File: src/rtl/imem_loader.sv
// Programmable instruction memory: registered one-cycle fetch port plus a sequential program loader.
// Build option: define IMEM_BOOT_IMAGE_EN to reset the array to the 12-word boot image instead of zeros.
module imem_loader #(
  parameter int DATA_W = 8,
  parameter int ADDR_W = 8,
  parameter int DEPTH  = 32
) (
  input  logic              clk_i,
  input  logic              clear_i,
  input  logic              fetch_req_i,
  input  logic [ADDR_W-1:0] address_i,
  output logic [DATA_W-1:0] instruction_o,
  output logic              instr_valid_o,
  output logic              fault_o,
  input  logic              load_start_i,
  input  logic              load_valid_i,
  input  logic [DATA_W-1:0] load_data_i,
  input  logic              load_last_i,
  output logic              load_ready_o,
  output logic              load_done_o,
  output logic              busy_o
);

  localparam int AW = (DEPTH > 1) ? $clog2(DEPTH) : 1;

`ifdef IMEM_BOOT_IMAGE_EN
  localparam bit BOOT_EN = 1'b1;
`else
  localparam bit BOOT_EN = 1'b0;
`endif

  typedef enum logic [1:0] {
    S_IDLE = 2'd0,
    S_LOAD = 2'd1,
    S_DONE = 2'd2
  } state_e;

  state_e            state_q;
  logic [AW-1:0]     wptr_q;
  logic [DATA_W-1:0] mem_q [DEPTH];
  logic [DATA_W-1:0] instr_q, instr_d;
  logic              instr_valid_q, instr_valid_d;
  logic              fault_q, fault_d;
  logic              load_ready_q, load_done_q, busy_q;

  logic in_range_s, fetch_ok_s, wr_s, wr_final_s;

  function automatic logic [DATA_W-1:0] reset_word(input int unsigned idx);
    if (!BOOT_EN) begin
      reset_word = {DATA_W{1'b0}};
    end else begin
      case (idx)
        32'd0:   reset_word = DATA_W'(8'h45);
        32'd1:   reset_word = DATA_W'(8'h59);
        32'd2:   reset_word = DATA_W'(8'h18);
        32'd3:   reset_word = DATA_W'(8'h5C);
        32'd4:   reset_word = DATA_W'(8'h0D);
        32'd5:   reset_word = DATA_W'(8'hB4);
        32'd6:   reset_word = DATA_W'(8'h60);
        32'd7:   reset_word = DATA_W'(8'h1B);
        32'd8:   reset_word = DATA_W'(8'h8C);
        32'd9:   reset_word = DATA_W'(8'h48);
        32'd10:  reset_word = DATA_W'(8'h2C);
        32'd11:  reset_word = DATA_W'(8'hC3);
        default: reset_word = {DATA_W{1'b0}};
      endcase
    end
  endfunction

  // One extra bit so DEPTH == 2**ADDR_W still compares correctly.
  assign in_range_s = ({1'b0, address_i} < (ADDR_W+1)'(DEPTH));
  assign fetch_ok_s = fetch_req_i && (state_q == S_IDLE);
  assign wr_s       = (state_q == S_LOAD) && load_valid_i && load_ready_q;
  assign wr_final_s = wr_s && ((wptr_q == AW'(DEPTH-1)) || load_last_i);

  // Fetch datapath next-state: out-of-range reads return zero and flag a fault.
  always_comb begin
    instr_d       = instr_q;
    instr_valid_d = 1'b0;
    fault_d       = 1'b0;
    if (fetch_ok_s) begin
      instr_valid_d = 1'b1;
      if (in_range_s) begin
        instr_d = mem_q[address_i[AW-1:0]];
        fault_d = 1'b0;
      end else begin
        instr_d = {DATA_W{1'b0}};
        fault_d = 1'b1;
      end
    end else begin
      instr_valid_d = 1'b0;
    end
  end

  // Fetch output registers.
  always_ff @(posedge clk_i or negedge clear_i) begin
    if (!clear_i) begin
      instr_q       <= {DATA_W{1'b0}};
      instr_valid_q <= 1'b0;
      fault_q       <= 1'b0;
    end else begin
      instr_q       <= instr_d;
      instr_valid_q <= instr_valid_d;
      fault_q       <= fault_d;
    end
  end

  // Storage array; reset restores the defined image and discards any partial load.
  always_ff @(posedge clk_i or negedge clear_i) begin
    if (!clear_i) begin
      for (int i = 0; i < DEPTH; i++) begin
        mem_q[i] <= reset_word(i);
      end
    end else if (wr_s) begin
      mem_q[wptr_q] <= load_data_i;
    end
  end

  // Loader FSM with its handshake outputs registered from the next state.
  always_ff @(posedge clk_i or negedge clear_i) begin
    if (!clear_i) begin
      state_q      <= S_IDLE;
      wptr_q       <= {AW{1'b0}};
      load_ready_q <= 1'b0;
      load_done_q  <= 1'b0;
      busy_q       <= 1'b0;
    end else begin
      case (state_q)
        S_IDLE: begin
          load_done_q <= 1'b0;
          if (load_start_i) begin
            state_q      <= S_LOAD;
            wptr_q       <= {AW{1'b0}};
            load_ready_q <= 1'b1;
            busy_q       <= 1'b1;
          end else begin
            load_ready_q <= 1'b0;
            busy_q       <= 1'b0;
          end
        end
        S_LOAD: begin
          if (wr_s) begin
            wptr_q <= wptr_q + AW'(1);
          end
          if (wr_final_s) begin
            state_q      <= S_DONE;
            load_ready_q <= 1'b0;
            load_done_q  <= 1'b1;
          end
        end
        S_DONE: begin
          state_q      <= S_IDLE;
          load_ready_q <= 1'b0;
          load_done_q  <= 1'b0;
          busy_q       <= 1'b0;
        end
        default: begin
          state_q      <= S_IDLE;
          load_ready_q <= 1'b0;
          load_done_q  <= 1'b0;
          busy_q       <= 1'b0;
        end
      endcase
    end
  end

  assign instruction_o = instr_q;
  assign instr_valid_o = instr_valid_q;
  assign fault_o       = fault_q;
  assign load_ready_o  = load_ready_q;
  assign load_done_o   = load_done_q;
  assign busy_o        = busy_q;

endmodule

File: config.mk
export PLATFORM = sky130hd
export DESIGN_NAME = imem_loader
export DESIGN_NICKNAME = d
export VERILOG_FILES = /design/src/rtl/imem_loader.sv
export SDC_FILE = /design/constraint.sdc
export NUM_CORES = 1
export LEC_CHECK = 0
export ABC_AREA = 1
export CORE_MARGIN = 2
export CORE_UTILIZATION = 30
export CTS_CLUSTER_SIZE = 28
export DETAILED_ROUTE_END_ITERATION = 7
export GPL_TIMING_DRIVEN = 0
export HOLD_SLACK_MARGIN = 0.08
export PLACE_DENSITY = 0.46
export SLEW_MARGIN = 20
export SYNTH_ARGS = -nofsm -noshare
export SYNTH_HDL_FRONTEND = slang
export SYNTH_SLANG_ARGS = --single-unit
File: constraint.sdc
create_clock -name clk_i -period 4.7 [get_ports clk_i]
set_input_delay 0.705 -clock clk_i [delete_from_list [all_inputs] [get_ports clk_i]]
set_output_delay 0.705 -clock clk_i [all_outputs]
set_load 0.02 [all_outputs]
==> run_results.csv, run 1 <==
group,metric,value,unit
status,outcome,"complete, no violations",
detailed_routing,viasPerCell,4.94,
timing,finalHoldViolations,0,
global_route,antenna_found_initial,0,
place,post_dp_cell_area,13800,µm²
logic_synthesis,synth-async-reset-ratio,100,%
detailed_routing,ant_nets,0,
detailed_routing,first_pass_iters,5,
place,dp_hpwl,30300,µm
critical_path,cp-end-kind,"flip-flop",
logic_synthesis,synth_cell_type_count,26,
global_route,grt_usage,20.1,%
floorplan,fp.dieH,210,µm
detailed_routing,wirelength,43200,µm
floorplan,die-area,43900,µm²
global_route,grt_pass1_vias,10600,
timing,worst_pin_slew,0.914,ns
timing,skew,0.0213,ns
floorplan,io-pin-count,35,
clock_network,cts.sink_count,276,
floorplan,initial_core_util,30.3,%
clock_network,ctsRootBufferMaster,"clkbuf_16",
clock_network,cts_tree,"yes",
logic_synthesis,synth_cells,1559,
logic_synthesis,synth-main-ff-cell,"dfrtp_1",
logic_synthesis,seq_area_frac_synth,54.5,%
place,gp_congestion,0.826,
floorplan,core_area,41900,µm²
run,max_cap_violations,0,
timing,fmax,371,MHz
clock_network,clockBufferDepth,3,
clock_network,post_cts_resized,0,
layout,stdcell_count,2190,
place,dp.cells,2132,
layout,multiInputGateArea,5150,µm²
min_path,min_path_type,"reg2reg",
detailed_routing,drt_iter0_drc,1061,
critical_path,arrival,3.16,ns
power_and_ir_drop,p_total,5.41,mW
global_route,grt_pass1_wl,66400,µm
power_and_ir_drop,worst_ir_drop_vdd,0.193,mV
floorplan,rows,75,
logic_synthesis,syn_area,12700,µm²
timing,finalMaxSlewViolations,0,
layout,fill_cells,4443,
timing,maxSlewHeadroom,39.1,%
timing,finalCriticalPeriod,2.70,ns
timing,setup_tns,0,ns
timing,finalSetupViolations,0,
timing,fin_crit_sh,57.4,%
detailed_routing,vias,10800,
logic_synthesis,syn-num-nets,1586,
layout,area_delta_synth_final,17.6,%
clock_network,numCtsBuffers,34,
place,io_buffers,31,
detailed_routing,drc,0,
logic_synthesis,synth_edf_count,0,
global_route,grt_overflow,0,
clock_network,cts_max_level,2,
timing,hold_slack,0.476,ns
critical_path,cp.required,5.17,ns
logic_synthesis,yosysWarnings,0,
logic_synthesis,synth_area_per_cell,8.13,µm²
logic_synthesis,synth-seq-cells,276,
clock_network,clk_pin_slew,0.05,ns
detailed_routing,wl_per_cell,19.7,µm
critical_path,crit_fanout,10,
timing,rsz0062_at_grt,"no",
floorplan,die_width,210,µm
clock_network,clk_latency,0.54,ns
layout,diodes,0,
power_and_ir_drop,power.leakage,6.72,nW
power_and_ir_drop,power.density,363,nW/µm²
critical_path,start_kind,"input port",
critical_path,critPathKind,"in2reg",
layout,nets,1657,
global_route,grt_max_degree,87,
layout,regArea,6910,µm²
layout,finish.instance_area,14900,µm²
layout,drive_above_1_share,9.51,%
-- critical path: stages --
cell and delay, ns:
clkdlybuf4s50_1 0.51, inv_1 0.11, buf_2 0.26, clkbuf_1 0.59, nand2_1 0.10, nand3_1 0.10, nand3_1 0.13, nand2_1 0.11
nand2_1 0.07, nand3_1 0.15, nand3_1 0.18, nand2_1 0.12
-- cells in the final DEF, fill, tap and decap left out, types with 5 or more instances in the layout --
master	count
nand2_1	556
dfrtp_1	276
nand3_1	219
o21ai_1	123
o21ai_0	93
nor2_1	54
clkbuf_1	53
a21oi_1	50
buf_2	39
clkbuf_16	37
clkdlybuf4s50_1	30
nand2_2	26
inv_1	21
buf_1	12
clkinv_2	8
clkbuf_8	8
nor3_2	7
buf_6	5
ha_1	5
-- metrics by stage --
step / setup slack, ns / util, %
6_report: 2.00 / 35.6
5_1_grt: 1.89 / 35.6
4_1_cts: 2.06 / 35.6
3_5_place_dp: 1.51 / 32.9
2_1_floorplan: 2.92 / -
3_3_place_gp: -9.99 / 32.6
-- sequential cells by signal, summed over array words and instances (netlist names) --
register	cells
wptr_q	5
instruction_o	8
busy_o	1
load_ready_o	1
instr_valid_o	1
mem_q	256
state_q	2
load_done_o	1
fault_o	1
-- cell type report --
| type | count | area share (%) |
|---|---|---|
| Sequential cell | 276 | 46.3 |
| Multi-Input combinational cell | 1146 | 34.6 |
| Clock buffer | 49 | 7.05 |
| Tap cell | 539 | 4.52 |
| Buffer | 109 | 3.42 |
| Timing Repair Buffer | 35 | 2.74 |
| Inverter | 28 | 0.747 |
| Clock inverter | 8 | 0.630 |
-- path summary, 6_finish.rpt --
check	from	end	slack, ns	depth (start not counted)
min	busy_o$_DFFE_PN0N_	busy_o$_DFFE_PN0N_	0.48	2
min reg2reg	busy_o$_DFFE_PN0N_	busy_o$_DFFE_PN0N_	0.48	2
min in group asynchronous	clear_i	mem_q[39]$_DFFE_PN0P_	0.66	2
max in group asynchronous	clear_i	mem_q[182]$_DFFE_PN0P_	2.85	4
max	address_i[0]	instruction_o[3]$_DFFE_PN0N_	2.00	12
max reg2reg	wptr_q[4]$_DFFE_PN0P_	mem_q[109]$_DFFE_PN0P_	2.60	6
-- synthesized netlist by cell type, types with 6 or more instances --
cell | number | area [µm²]
nand2_1 | 556 | 2090
dfrtp_1 | 276 | 6910
nand3_1 | 219 | 1100
o21ai_1 | 123 | 616
o21ai_0 | 93 | 465
nor2_1 | 54 | 203
a21oi_1 | 50 | 250
clkbuf_1 | 49 | 184
buf_2 | 39 | 195
nand2_2 | 26 | 163
inv_1 | 21 | 78.8
buf_1 | 12 | 45.0
nor3_2 | 6 | 60.1
-- where the power goes --
group / leakage (nW) / total [mW] / switching, mW / internal, mW
clock network: 0.570 / 2.70 / 1.05 / 1.66
registers: 3.82 / 2.38 / 0 / 2.38
logic: 2.33 / 0.330 / 0.258 / 0.0719
-- layer usage --
layer / GRT usage [%] / vias to the layer above / wire (µm)
li1: - / 5265 / -
met1: 28.9 / 5257 / 20600
met2: 31.1 / 236 / 19200
met3: 3.22 / 65 / 2180
met4: 6.55 / 0 / 1220
met5: 0 / - / 0
-- kinds of logic (layout without fill, tap and decap cells) --
family,after synthesis,in the layout,synth area share (%)
simple gates,875,875,29.6
fa+ha+maj,5,5,0.494
flops,276,276,54.5
buf+inv,137,229,4.91
compound gates,266,266,10.5
-- what timing repair did --
action / 4_1_cts / 5_1_grt
buffers inserted: 0 / 0
hold buffers: 1 / 0
hold endpoints to repair: 12 / 0
Note: power is estimated with default switching activity, not from simulation.
==> inputs of run 2 (changes only) <==
--- a/config.mk
+++ b/config.mk
@@ -12,7 +12,7 @@
 export DETAILED_ROUTE_END_ITERATION = 7
 export GPL_TIMING_DRIVEN = 0
 export HOLD_SLACK_MARGIN = 0.08
-export PLACE_DENSITY = 0.46
+export PLACE_DENSITY = 0.47
 export SLEW_MARGIN = 20
 export SYNTH_ARGS = -nofsm -noshare
 export SYNTH_HDL_FRONTEND = slang
==> constraint.sdc (replaced) <==
create_clock -name clk_i -period 2.29 [get_ports clk_i]
set_input_delay 0.3435 -clock clk_i [delete_from_list [all_inputs] [get_ports clk_i]]
set_output_delay 0.3435 -clock clk_i [all_outputs]
set_load 0.02 [all_outputs]
==> run_results.csv, run 2 (synthesized netlist as in run 1, its figures left out) <==
group,metric,value,unit
floorplan,core_area,41900,µm²
layout,drive_above_1_share,9.73,%
detailed_routing,drc,0,
detailed_routing,wirelength,42900,µm
detailed_routing,ant_nets,0,
clock_network,post-cts-setup-buffers,0,
power_and_ir_drop,p_sw_share,23.7,%
floorplan,io-pin-count,35,
power_and_ir_drop,power.leakage,6.75,nW
clock_network,clockBufferDepth,3,
run,max_cap_violations,0,
critical_path,r2r-start,"wptr_q[4]$_DFFE_PN0P_",
global_route,grt_overflow,0,
timing,finalHoldViolations,0,
clock_network,numCtsBuffers,34,
timing,fmax,453,MHz
detailed_routing,first_pass_iters,5,
global_route,grt_pass1_vias,10600,
power_and_ir_drop,p_int,8.61,mW
clock_network,cts.sink_count,276,
timing,skew,0.0160,ns
timing,worst_pin_slew,0.958,ns
timing,finalCriticalPeriod,2.21,ns
critical_path,arrival,2.67,ns
floorplan,die-area,43900,µm²
timing,fin_crit_sh,96.3,%
detailed_routing,vias,10900,
layout,layout_commonest_cell,"nand2_1",
clock_network,clk_latency,0.54,ns
detailed_routing,drt_iter0_drc,888,
layout,top_register,"mem_q",
status,outcome,"complete, no violations",
min_path,min_path_type,"in2async",
layout,diodes,0,
timing,hold_slack,0.303,ns
layout,fill_cells,4436,
timing,finalSetupViolations,0,
global_route,antenna_found_initial,0,
critical_path,cp.required,2.75,ns
detailed_routing,wl_per_cell,19.5,µm
place,dp_hpwl,30000,µm
global_route,grt_pass1_wl,66300,µm
timing,maxSlewHeadroom,36.2,%
place,io_buffers,31,
clock_network,ctsRootBufferMaster,"clkbuf_16",
global_route,grt_max_degree,89,
clock_network,cts_max_level,2,
power_and_ir_drop,p_total,11.3,mW
layout,area_delta_synth_final,18.0,%
critical_path,crit_family,"buffers and inverters",
floorplan,fp.dieH,210,µm
layout,largest_register_ffs,256,
critical_path,crit_path_cell_trace,"clkdlybuf4s50_1 -> inv_1 -> buf_2 -> clkbuf_1 -> nand2_1 -> nand3_1 -> nand3_1 -> nand2_1 -> nand2_1 -> nand3_1 -> nand3_1 -> nand2_1",
power_and_ir_drop,clockPowerShare,50.8,%
layout,final_cell_mix,"556 x nand2_1, 276 x dfrtp_1, 219 x nand3_1",
floorplan,die_width,210,µm
critical_path,worst-path-buf-inv,4,
power_and_ir_drop,worst_ir_drop_vdd,0.439,mV
critical_path,cpMaxStageDelayCell,"clkbuf_1",
layout,nets,1657,
place,gp_congestion,0.831,
power_and_ir_drop,power_switching,2.67,mW
power_and_ir_drop,power.density,754,nW/µm²
global_route,grt_usage,20.1,%
critical_path,slowest_delay,0.54,ns
clock_network,clk_pin_slew,0.05,ns
critical_path,crit_path_start,"address_i[0]",
timing,finalMaxSlewViolations,0,
timing,rsz0062_at_grt,"yes",
detailed_routing,viasPerCell,4.95,
power_and_ir_drop,p_comb_share,6.0,%
critical_path,critPathKind,"in2reg",
clock_network,cts_tree,"yes",
critical_path,crit_fanout,10,
critical_path,start_kind,"input port",
critical_path,cp-end-kind,"flip-flop",
floorplan,initial_core_util,30.3,%
floorplan,rows,75,
power_and_ir_drop,p_seq_share,43.3,%
## run 2: layer usage
metal	global-route usage (%)	wire, µm	part of all wire, %
met1	29.3	20700	48
met2	30.5	18800	44
met3	3.52	2350	5.5
met4	6.16	1010	2.4
met5	0	0	0
## run 2: area by class of cell
cell class,instances,area (µm²),share of cell area (%)
Buffer,109,520,3.48
Clock buffer,58,1090,7.32
Clock inverter,3,90.1,0.602
Inverter,28,111,0.745
Multi-Input combinational cell,1146,5150,34.4
Sequential cell,276,6910,46.2
Tap cell,539,674,4.51
Timing Repair Buffer,35,408,2.73
## run 2: worst reg2reg max path: stages (launching register included)
cell	delay, ns
dfrtp_1	0.43
inv_1	0.16
nor3_2	0.72
nand2_2	0.24
buf_2	0.24
nand2_1	0.07
o21ai_0	0.07
## run 2: final timing paths
kind / end / slack [ns] / cells past startpoint
max: instruction_o[6]$_DFFE_PN0N_ / 0.08 / 12
min: mem_q[105]$_DFFE_PN0P_ / 0.30 / 2
max reg2reg: mem_q[117]$_DFFE_PN0P_ / 0.21 / 6
min reg2reg: busy_o$_DFFE_PN0N_ / 0.48 / 2
max in group asynchronous: mem_q[164]$_DFFE_PN0P_ / 0.80 / 4
min in group clk_i: instruction_o[7]$_DFFE_PN0N_ / 0.36 / 4
## run 2: power groups by stage
stage	combinational, mW	sequential (mW)	clock (mW)
after CTS	0.679	4.88	5.85
after global placement	0.658	4.97	0
after detailed placement	0.675	4.97	0
after floorplan	0.288	4.97	0
after global routing	0.734	4.87	6.07
final	0.672	4.88	5.72
## run 2: stage by stage
step	cells	setup TNS [ns]	cell area [µm²]	utilization (%)	setup WS [ns]
finish	2194	0	15000	35.7	0.0847
CTS	2194	0	14900	35.7	0.0382
global route	2194	-0.0498	15000	35.7	-0.0498
global placement	2129	-3269.29	13700	32.6	-11.88
floorplan	1559	0	12700	-	0.705
detailed placement	2132	-3.74	13800	32.9	-0.511
## run 2: repair_timing
item	in CTS	in global routing
hold endpoints to repair	47	0
hold buffers	1	0
setup endpoints to repair	0	7
resized for setup	0	14
==> inputs of run 3 (changes only) <==
--- a/config.mk
+++ b/config.mk
@@ -17,3 +17,4 @@
 export SYNTH_ARGS = -nofsm -noshare
 export SYNTH_HDL_FRONTEND = slang
 export SYNTH_SLANG_ARGS = --single-unit
+export TNS_END_PERCENT = 20
==> run_results.csv, run 3 (synthesized netlist as in run 1, its figures left out) <==
group,metric,value,unit
floorplan,io-pin-count,35,
clock_network,cts.sink_count,276,
critical_path,r2r-start,"wptr_q[4]$_DFFE_PN0P_",
layout,nets,1657,
floorplan,rows,75,
layout,diodes,0,
global_route,antenna_found_initial,0,
timing,finalHoldViolations,0,
layout,final_cell_mix,"556 x nand2_1, 276 x dfrtp_1, 219 x nand3_1",
timing,skew,0.0154,ns
floorplan,die_width,210,µm
detailed_routing,drt_iter0_drc,891,
detailed_routing,wirelength,42900,µm
place,io_buffers,31,
power_and_ir_drop,power.leakage,6.75,nW
global_route,grt_usage,20.1,%
critical_path,r2r-end,"mem_q[94]$_DFFE_PN0P_",
timing,finalCriticalPeriod,2.19,ns
timing,setup_tns,0,ns
power_and_ir_drop,clockPowerShare,50.8,%
timing,finalSetupViolations,0,
clock_network,post-cts-setup-buffers,0,
timing,finalMaxSlewViolations,0,
place,dp_hpwl,30000,µm
detailed_routing,ant_nets,0,
timing,hold_slack,0.303,ns
layout,top_register,"mem_q",
clock_network,clk_pin_slew,0.05,ns
place,dp_slack,-0.511,ns
place,gp_congestion,0.831,
run,max_cap_violations,0,
global_route,grt_max_degree,89,
power_and_ir_drop,power.density,754,nW/µm²
global_route,grt_overflow,0,
critical_path,rrSetupSlack,0.23,ns
timing,fmax,456,MHz
timing,maxSlewHeadroom,36.6,%
status,outcome,"complete, no violations",
layout,fill_cells,4436,
clock_network,clockBufferDepth,3,
detailed_routing,first_pass_iters,5,
floorplan,fp.dieH,210,µm
clock_network,clk_latency,0.54,ns
critical_path,crit_fanout,10,
critical_path,r2r_cells,6,
detailed_routing,vias,10800,
timing,worst_pin_slew,0.952,ns
critical_path,cp-end-kind,"flip-flop",
timing,fin_crit_sh,95.8,%
clock_network,numCtsBuffers,34,
place,post_dp_cell_area,13800,µm²
detailed_routing,viasPerCell,4.94,
timing,fin_ws,0.0953,ns
power_and_ir_drop,worst_ir_drop_vdd,0.439,mV
clock_network,cts_tree,"yes",
layout,multiInputGateArea,5150,µm²
power_and_ir_drop,p_sw_share,23.7,%
min_path,min_path_type,"in2async",
detailed_routing,wl_per_cell,19.6,µm
power_and_ir_drop,p_int,8.60,mW
layout,drive_above_1_share,9.67,%
global_route,grt_pass1_wl,66300,µm
floorplan,core_area,41900,µm²
layout,area_delta_synth_final,18.0,%
critical_path,cp.required,2.75,ns
critical_path,start_kind,"input port",
floorplan,initial_core_util,30.3,%
layout,finish.instance_area,15000,µm²
power_and_ir_drop,p_comb_share,6.0,%
critical_path,arrival,2.66,ns
power_and_ir_drop,power_switching,2.67,mW
layout,largest_register_ffs,256,
layout,regArea,6910,µm²
timing,rsz0062_at_grt,"yes",
power_and_ir_drop,p_seq_share,43.3,%
power_and_ir_drop,p_total,11.3,mW
clock_network,cts_max_level,2,
clock_network,ctsRootBufferMaster,"clkbuf_16",
floorplan,die-area,43900,µm²
layout,layout_commonest_cell,"nand2_1",
detailed_routing,drc,0,
global_route,grt_pass1_vias,10600,
critical_path,critPathKind,"in2reg",
## run 3: final cells by class
class                   instances  share of cell area [%]
flip-flops and latches        276                    46.2
multi-input cells            1146                    34.4
clock buffers                  58                    7.32
well taps                     539                    4.51
plain buffers                 109                    3.47
repair buffers                 35                    2.73
inverters                      28                   0.745
clock inverters                 3                   0.602
## run 3: what timing repair did
action | in CTS | in global routing
hold buffers | 1 | 0
hold endpoints to repair | 47 | 0
gates resized for setup | 0 | 12
endpoints found under the setup margin | 0 | 7
## run 3: worst max path at each step
stage,startpoint,end,depth (start not counted)
3_3_place_gp,clear_i,mem_q[242]$_DFFE_PN0P_,1
5_1_grt,address_i[0],instruction_o[6]$_DFFE_PN0N_,12
4_1_cts,address_i[0],instruction_o[0]$_DFFE_PN0N_,11
2_1_floorplan,load_ready_o$_DFFE_PN0P_,mem_q[165]$_DFFE_PN0P_,8
6_report,address_i[0],instruction_o[6]$_DFFE_PN0N_,12
3_5_place_dp,address_i[0],instruction_o[0]$_DFFE_PN0N_,11
## run 3: power groups by stage
| stage | Combinational (mW) | Clock [mW] | Sequential, mW |
|---|---|---|---|
| 2_1_floorplan | 0.288 | 0 | 4.97 |
| 3_3_place_gp | 0.658 | 0 | 4.97 |
| 3_5_place_dp | 0.675 | 0 | 4.97 |
| 4_1_cts | 0.679 | 5.85 | 4.88 |
| 5_1_grt | 0.734 | 6.07 | 4.87 |
| 6_report | 0.671 | 5.73 | 4.88 |
## run 3: per-layer routing
metal	vias to the layer above	global-route usage [%]	share of wire, %
met2	267	30.5	44
met4	0	6.16	2.4
met3	57	3.52	5.6
met1	5261	29.3	48
li1	5249	-	-
met5	-	0	0
## run 3: stage by stage
stage                     std cells  utilization (%)
after CTS                      2194             35.7
final                          2194             35.7
after floorplan                1559                -
after detailed placement       2132             32.9
after global placement         2129             32.6
after global routing           2194             35.7
## run 3: worst max-delay path, stage by stage
cell and delay (ns):
clkdlybuf4s50_1 0.48, inv_1 0.09, buf_2 0.25, clkbuf_1 0.54
nand2_1 0.10, nand3_1 0.13, nand3_1 0.09, nand2_1 0.15
nand2_1 0.07, nand3_1 0.09, nand3_1 0.19, nand2_1 0.14
